<file path="src/rtl/mult_pkg.sv">
// Shared widths, types and limits for the Q8.8 pipelined multiplier.
// Saturating overflow is selected by defining MULT_SAT_EN.
package mult_pkg;

    localparam int DATA_W     = 16;
    localparam int FRAC_W     = 8;
    localparam int PROD_W     = 32;
    localparam int PIPE_DEPTH = 5;

    typedef logic signed [DATA_W-1:0] data_t;
    typedef logic signed [PROD_W-1:0] prod_t;

    localparam data_t DATA_MAX = 16'sh7FFF;
    localparam data_t DATA_MIN = 16'sh8000;

    // Unsigned magnitude of a two's-complement word; 0x8000 maps to 32768.
    function automatic logic [DATA_W-1:0] mag_of(input logic [DATA_W-1:0] v);
        logic [DATA_W-1:0] m;
        if (v[DATA_W-1]) begin
            m = ~v + 16'd1;
        end else begin
            m = v;
        end
        return m;
    endfunction

endpackage

</file>
<file path="src/rtl/mult_pp8x8.sv">
// Registered unsigned 8x8 -> 16 partial-product unit.
module mult_pp8x8 (
    input  logic        clk,
    input  logic        reset,
    input  logic [7:0]  a,
    input  logic [7:0]  b,
    output logic [15:0] p
);

    logic [15:0] p_r;

    // Partial-product register, cleared by the asynchronous reset.
    always_ff @(posedge clk or negedge reset) begin
        if (!reset) begin
            p_r <= 16'd0;
        end else begin
            p_r <= a * b;
        end
    end

    assign p = p_r;

endmodule

</file>
<file path="src/rtl/mult.sv">
// Five-stage signed Q8.8 multiplier: sign/magnitude split, 8x8 partial products,
// magnitude sum, sign restore, then shift by 8 with wrap or MULT_SAT_EN clamping.
module mult
    import mult_pkg::*;
(
    input  logic              clk,
    input  logic              reset,
    input  logic [DATA_W-1:0] mac_in,
    input  logic [DATA_W-1:0] weight,
    output logic [DATA_W-1:0] mult_out
);

    logic              sign_s1_r, sign_s2_r, sign_s3_r;
    logic [DATA_W-1:0] mag_a_r, mag_b_r;
    logic [15:0]       pp_hh_s, pp_hl_s, pp_lh_s, pp_ll_s;
    logic [PROD_W-1:0] sum_s;
    logic [PROD_W-1:0] mag_s3_r;
    prod_t             prod_r;
    prod_t             shifted_s;
    logic [DATA_W-1:0] result_s;
    logic [DATA_W-1:0] mult_out_r;
    logic              unused_s;

    // S1: operand sign and magnitudes.
    always_ff @(posedge clk or negedge reset) begin
        if (!reset) begin
            sign_s1_r <= 1'b0;
            mag_a_r   <= 16'd0;
            mag_b_r   <= 16'd0;
        end else begin
            sign_s1_r <= mac_in[DATA_W-1] ^ weight[DATA_W-1];
            mag_a_r   <= mag_of(mac_in);
            mag_b_r   <= mag_of(weight);
        end
    end

    // S2: four registered partial products; the sign rides alongside.
    mult_pp8x8 u_pp_hh (.clk(clk), .reset(reset), .a(mag_a_r[15:8]), .b(mag_b_r[15:8]), .p(pp_hh_s));
    mult_pp8x8 u_pp_hl (.clk(clk), .reset(reset), .a(mag_a_r[15:8]), .b(mag_b_r[7:0]),  .p(pp_hl_s));
    mult_pp8x8 u_pp_lh (.clk(clk), .reset(reset), .a(mag_a_r[7:0]),  .b(mag_b_r[15:8]), .p(pp_lh_s));
    mult_pp8x8 u_pp_ll (.clk(clk), .reset(reset), .a(mag_a_r[7:0]),  .b(mag_b_r[7:0]),  .p(pp_ll_s));

    // S2 sign carry.
    always_ff @(posedge clk or negedge reset) begin
        if (!reset) begin
            sign_s2_r <= 1'b0;
        end else begin
            sign_s2_r <= sign_s1_r;
        end
    end

    // Max magnitude is 2^15 * 2^15, so the unsigned sum never carries out of 32 bits.
    assign sum_s = {pp_hh_s, 16'd0}
                 + {8'd0, pp_hl_s, 8'd0}
                 + {8'd0, pp_lh_s, 8'd0}
                 + {16'd0, pp_ll_s};

    // S3: magnitude sum; S4: restore the sign.
    always_ff @(posedge clk or negedge reset) begin
        if (!reset) begin
            mag_s3_r  <= 32'd0;
            sign_s3_r <= 1'b0;
            prod_r    <= 32'sd0;
        end else begin
            mag_s3_r  <= sum_s;
            sign_s3_r <= sign_s2_r;
            if (sign_s3_r) begin
                prod_r <= prod_t'(32'd0 - mag_s3_r);
            end else begin
                prod_r <= prod_t'(mag_s3_r);
            end
        end
    end

    assign shifted_s = prod_r >>> FRAC_W;

    // Fit the floor-rounded product into 16 bits.
    always_comb begin
        result_s = shifted_s[DATA_W-1:0];
`ifdef MULT_SAT_EN
        if (shifted_s > prod_t'(DATA_MAX)) begin
            result_s = DATA_MAX;
        end else if (shifted_s < prod_t'(DATA_MIN)) begin
            result_s = DATA_MIN;
        end else begin
            result_s = shifted_s[DATA_W-1:0];
        end
`else
        result_s = shifted_s[DATA_W-1:0];
`endif
    end

    // S5: output register.
    always_ff @(posedge clk or negedge reset) begin
        if (!reset) begin
            mult_out_r <= 16'd0;
        end else begin
            mult_out_r <= result_s;
        end
    end

    assign mult_out = mult_out_r;

    // Fraction bits (and the high bits when wrapping) are discarded by design.
    assign unused_s = ^shifted_s;

endmodule

</file>
<file path="config.mk">
export PLATFORM = sky130hd
export DESIGN_NAME = mult
export DESIGN_NICKNAME = d
export VERILOG_FILES = /design/src/rtl/mult_pkg.sv /design/src/rtl/mult_pp8x8.sv /design/src/rtl/mult.sv
export SDC_FILE = /design/constraint.sdc
export NUM_CORES = 1
export LEC_CHECK = 0
export ABC_AREA = 1
export CORE_UTILIZATION = 25
export CTS_CLUSTER_SIZE = 24
export DETAILED_ROUTE_END_ITERATION = 8
export SLEW_MARGIN = 20
export SYNTH_ARGS = -nofsm -noshare
export SYNTH_HDL_FRONTEND = slang
export SYNTH_HIERARCHICAL = 1
export SYNTH_SLANG_ARGS = --single-unit
</file>
<file path="constraint.sdc">
create_clock -name clk -period 11.37 [get_ports clk]
set_input_delay 1.7055 -clock clk [delete_from_list [all_inputs] [get_ports clk]]
set_output_delay 1.7055 -clock clk [all_outputs]
set_load 0.02 [all_outputs]
</file>
Word level (Yosys, flattened, before mapping)
Cells that the tools add are included.

Memories: 0. Bits in read-only memories: 0. Latch bits: 0. Output and inout bits: 16. Word-level logic and storage cells: 28. Register bits: 155. Input port bits: 34. RAM bits: 0.

Div/mod/pow operators: 0. Equal/unequal tests: 0. Shifts and indexed selects: 0. Bitwise gates (word level): 3. $lt $le $gt $ge: 0. Muxes and demuxes: 3. Reductions and logical operators: 0. Multipliers: 4. Add/subtract/negate cells: 6.

Operator list (number): adder 24 bit (2); multiplier 8 x 8 -> 16 bit (3); adder 16 x 1 -> 16 bit, second input constant (2); 2-to-1 mux 16 bit (2); NOT 16 bit (2); adder 24 x 16 -> 24 bit (1); 2-to-1 mux 24 bit (1); subtractor 1 x 24 -> 24 bit, first input constant (1); multiplier 8 x 8 -> 8 bit (1); bitwise XOR 1 bit (1).

Depth between registers and ports, before layout
Depth after elaboration: 3. Mapped depth: 20. Gate-level depth less buffers: 19.

By module
The synthesis kept the hierarchy.

By module, submodules not included: mult_pp8x8 (u_pp_hh ...) (seq. area each 400.4 um^2, instances 2, cells each 391, area each 2796.4 um^2); mult (seq. area each 2277.2 um^2, instances 1, cells each 565, area each 4860.9 um^2); mult_pp8x8 (u_pp_ll) (seq. area each 400.4 um^2, instances 1, cells each 394, area each 2812.7 um^2); mult_pp8x8 (u_pp_lh) (seq. area each 400.4 um^2, instances 1, cells each 394, area each 2800.2 um^2).

Worst setup path before layout
No wires, ideal clock.

Kind: register -> register. Start point: reg mag_b_r[15]. End point: reg, netlist name u_pp_hh/p[10]. Cell stages (with the launch flop): 18. Data required time: 11246 ps. Buffers on the path: 1. Arrival time: 3661 ps. Slack: 7585 ps. Library setup time: 124 ps. Period minus slack after synthesis: 3785 ps. Cells stage by stage: dfrtp_1 -> clkbuf_1 -> nand2_1 -> fa_1 -> fa_1 -> inv_1 -> fa_1 -> inv_1 -> fa_1 -> inv_1 -> ha_1 -> nand2_1 -> nand2_1 -> nand2_1 -> nand2_1 -> inv_1 -> nand2_1 -> xor2_1.

RTL lines: from (decl) (RTL line mult.sv:14) `logic [DATA_W-1:0] mag_a_r, mag_b_r;`; from (signal assigned) (RTL line mult.sv:33) `mag_b_r <= mag_of(weight);`.

Worst setup path after layout
Start point: reg mag_a_r[8]. End point: reg u_pp_hl.p_r[10], in the netlist u_pp_hl/p[10].

Cells in the longest elaborated chain, start to end: 1.

Ends and longest elaborated chain: from (decl) (RTL line mult.sv:14); from (signal assigned) (RTL line mult.sv:32) `mag_a_r <= mag_of(mac_in);`; multiplier 8 x 8 -> 16 bit (RTL line mult_pp8x8.sv:17) `p_r <= a * b;`; to (signal assigned) (RTL line mult_pp8x8.sv:17); to (decl) (RTL line mult_pp8x8.sv:10) `logic [15:0] p_r;`.

Every way passes these cells.

==> run_results.csv <==
group,metric,value,unit
yosys,yosysWarnings,6,
global_routing,grtUsageTotal,0.114,
global_routing,grt_pass1_wl,55000,um
floorplan,fp-row-count,88,
detailed_routing,wl_per_cell,11.4,um
sta,slew_viol_final,0,
clock_network,cts_hold_buf,0,
detailed_routing,ant_nets,0,
clock_network,htree_levels,4,
min_path,hold_class,"flip-flop to flip-flop",
layout,fin_nets,2231,
sta,setup_tns,0,ns
layout,n_antenna_cell,0,
pwr,cellPowerDensity,253,mW/mm^2
layout,nFillCells,6211,
detailed_routing,vias_per_cell,3.96,
global_routing,grt-ovfl-total,0,
detailed_routing,drt-pass1-iter-count,5,
worst_setup_path,worstReg2RegEnd,"u_pp_hl/p[10]$_DFF_PN0_",
floorplan,fp.dieW,243,um
clock_network,cts_buffer_depth,2,
detailed_routing,drc,0,
worst_setup_path,rrSetupSlack,7.11,ns
sta,finalHoldViolCount,0,
clock_network,clkSinkCount,147,
clock_network,clkTransAtPathRegs,0.07,ns
sta,rsz0062_at_grt,"no",
clock_network,root_buffer,"clkbuf_16",
clock_network,cts_resized,0,
detailed_routing,drt_iter0_markers,524,
detailed_routing,routed_wl,30800,um
placed_design,portBuffers,49,
sta,clock-skew-final,0.0195,ns
worst_setup_path,endpoint_kind,"flip-flop",
run,max-cap-violations,0,
layout,final_core_util,0.283,
global_routing,antenna_found_initial,0,
worst_setup_path,reg2reg_depth,16,
worst_setup_path,critical_path_class,"flip-flop to flip-flop",
worst_setup_path,crit_path_max_fanout,16,
layout,final_cell_mix,"nand2_1 (570), inv_1 (525), dfrtp_1 (147)",
clock_network,cts_tree,"done",
pwr,ir_drop,0.133,mV
worst_setup_path,critPathCapture,"u_pp_hl/p[10]$_DFF_PN0_",
layout,drive_gt1_frac,0.0400,
worst_setup_path,crit_required,11.69,ns
global_routing,busiest_layer,"met2",
worst_setup_path,reg2reg_from,"mag_a_r[8]$_DFF_PN0_",
sta,period_share,0.375,
floorplan,core_area,0.0576,mm^2
layout,area_growth,12.1,%
worst_setup_path,worst_setup_path_start_kind,"flip-flop",
pwr,p_leak,9.85,nW
floorplan,initial_core_util,0.253,
layout,layout_commonest_cell,"nand2_1",
worst_setup_path,startpoint,"mag_a_r[8]$_DFF_PN0_",
sta,tightest_slew,0.770,ns
global_routing,use_met1,0.150,
clock_network,clkLatencyLatePin,0.45,ns
outcome,outcome,"finished, final reports clean",
global_routing,grt_max_degree,80,
clock_network,numCtsBuffers,17,
sta,relSlewSlack,0.487,
global_routing,grt_use_met3,0.0241,
global_routing,grt_pass1_vias,11253,
worst_setup_path,crit_arrival,4.58,ns
clock_network,cts_setup_buffers,0,
sta,fmax,235,MHz
sta,period_needed,4.26,ns
sta,setup_viol,0,
yosys,syn_inst,1913,
sta,worst_slack,7.11,ns
global_routing,grtUsageMet2,0.192,
placed_design,pre_cts_ws,7.13,ns
yosys,syn_nets,2230,
floorplan,ios,50,
placed_design,dp_hpwl,24300,um
floorplan,die_h,243,um
yosys,synth_area,0.0145,mm^2
floorplan,dieArea,0.0592,mm^2
yosys,avgSynthCellArea,7.60,um^2
detailed_routing,vias,10647,
placed_design,place_congestion,0.820,
==> metal layers <==
| metal | vias up | part of all wire |
|---|---|---|
| li1 | 5494 | - |
| met3 | 18 | 0.046 |
| met1 | 4958 | 0.48 |
| met4 | 0 | 0.0094 |
| met2 | 177 | 0.46 |
| met5 | - | 0 |
==> power breakdown <==
| group | switching [mW] | internal, mW | total [mW] |
|---|---|---|---|
| logic | 1.63 | 1.03 | 2.66 |
| registers | 0.168 | 0.751 | 0.918 |
| clock network | 0.241 | 0.311 | 0.551 |
| total | 2.04 | 2.09 | 4.13 |
==> metrics by stage <==
step / total power, mW / instances / hold WS, ns / cell area, um^2
after global placement: 3.57 / 2660 / 0.332 / 15700
after CTS: 4.17 / 2692 / 0.348 / 16300
after detailed placement: 3.60 / 2660 / 0.335 / 15700
after global routing: 4.68 / 2692 / 0.347 / 16300
after floorplan: 2.93 / 1913 / 0.331 / 14500
final: 4.13 / 2692 / 0.347 / 16300
==> critical path: stages, from the launching register on <==
cell     delay [ns]
dfrtp_1        0.80
nand2_1        0.18
fa_1           0.54
fa_1           0.55
inv_1          0.06
fa_1           0.52
inv_1          0.05
fa_1           0.52
inv_1          0.04
ha_1           0.36
nand2_1        0.08
nand2_1        0.06
nand2_1        0.06
nand2_1        0.06
inv_1          0.05
nand2_1        0.05
xor2_1         0.14
==> flip-flops by register name (all words and copies together) (netlist names) <==
register / count
mag_b_r: 16
u_pp_hh/p: 8
prod_r: 16
u_pp_hl/p: 16
mag_a_r: 16
sign_s3_r: 1
sign_s2_r: 1
sign_s1_r: 1
u_pp_ll/p: 16
mult_out: 16
u_pp_lh/p: 16
mag_s3_r: 24
==> worst min path at each step <==
stage                                      start                    end  depth (start not counted)
after floorplan           u_pp_ll/p[0]$_DFF_PN0_  mag_s3_r[0]$_DFF_PN0_                          0
after global placement    u_pp_ll/p[2]$_DFF_PN0_  mag_s3_r[2]$_DFF_PN0_                          0
after detailed placement  u_pp_ll/p[0]$_DFF_PN0_  mag_s3_r[0]$_DFF_PN0_                          0
after CTS                 u_pp_ll/p[1]$_DFF_PN0_  mag_s3_r[1]$_DFF_PN0_                          0
after global routing      u_pp_ll/p[1]$_DFF_PN0_  mag_s3_r[1]$_DFF_PN0_                          0
final                     u_pp_ll/p[2]$_DFF_PN0_  mag_s3_r[2]$_DFF_PN0_                          0
==> layout make-up <==
class                      instances  area (um^2)  area share
clock buffer                      20          447      0.0274
sequential                       147         3680       0.226
tap                              765          957      0.0587
inverter                         532         2000       0.122
clock inverter                    12          119     0.00729
timing repair buffer              51          510      0.0313
multi-input combinational       1165         8600       0.527
Note: power is estimated with default switching activity, not from simulation.
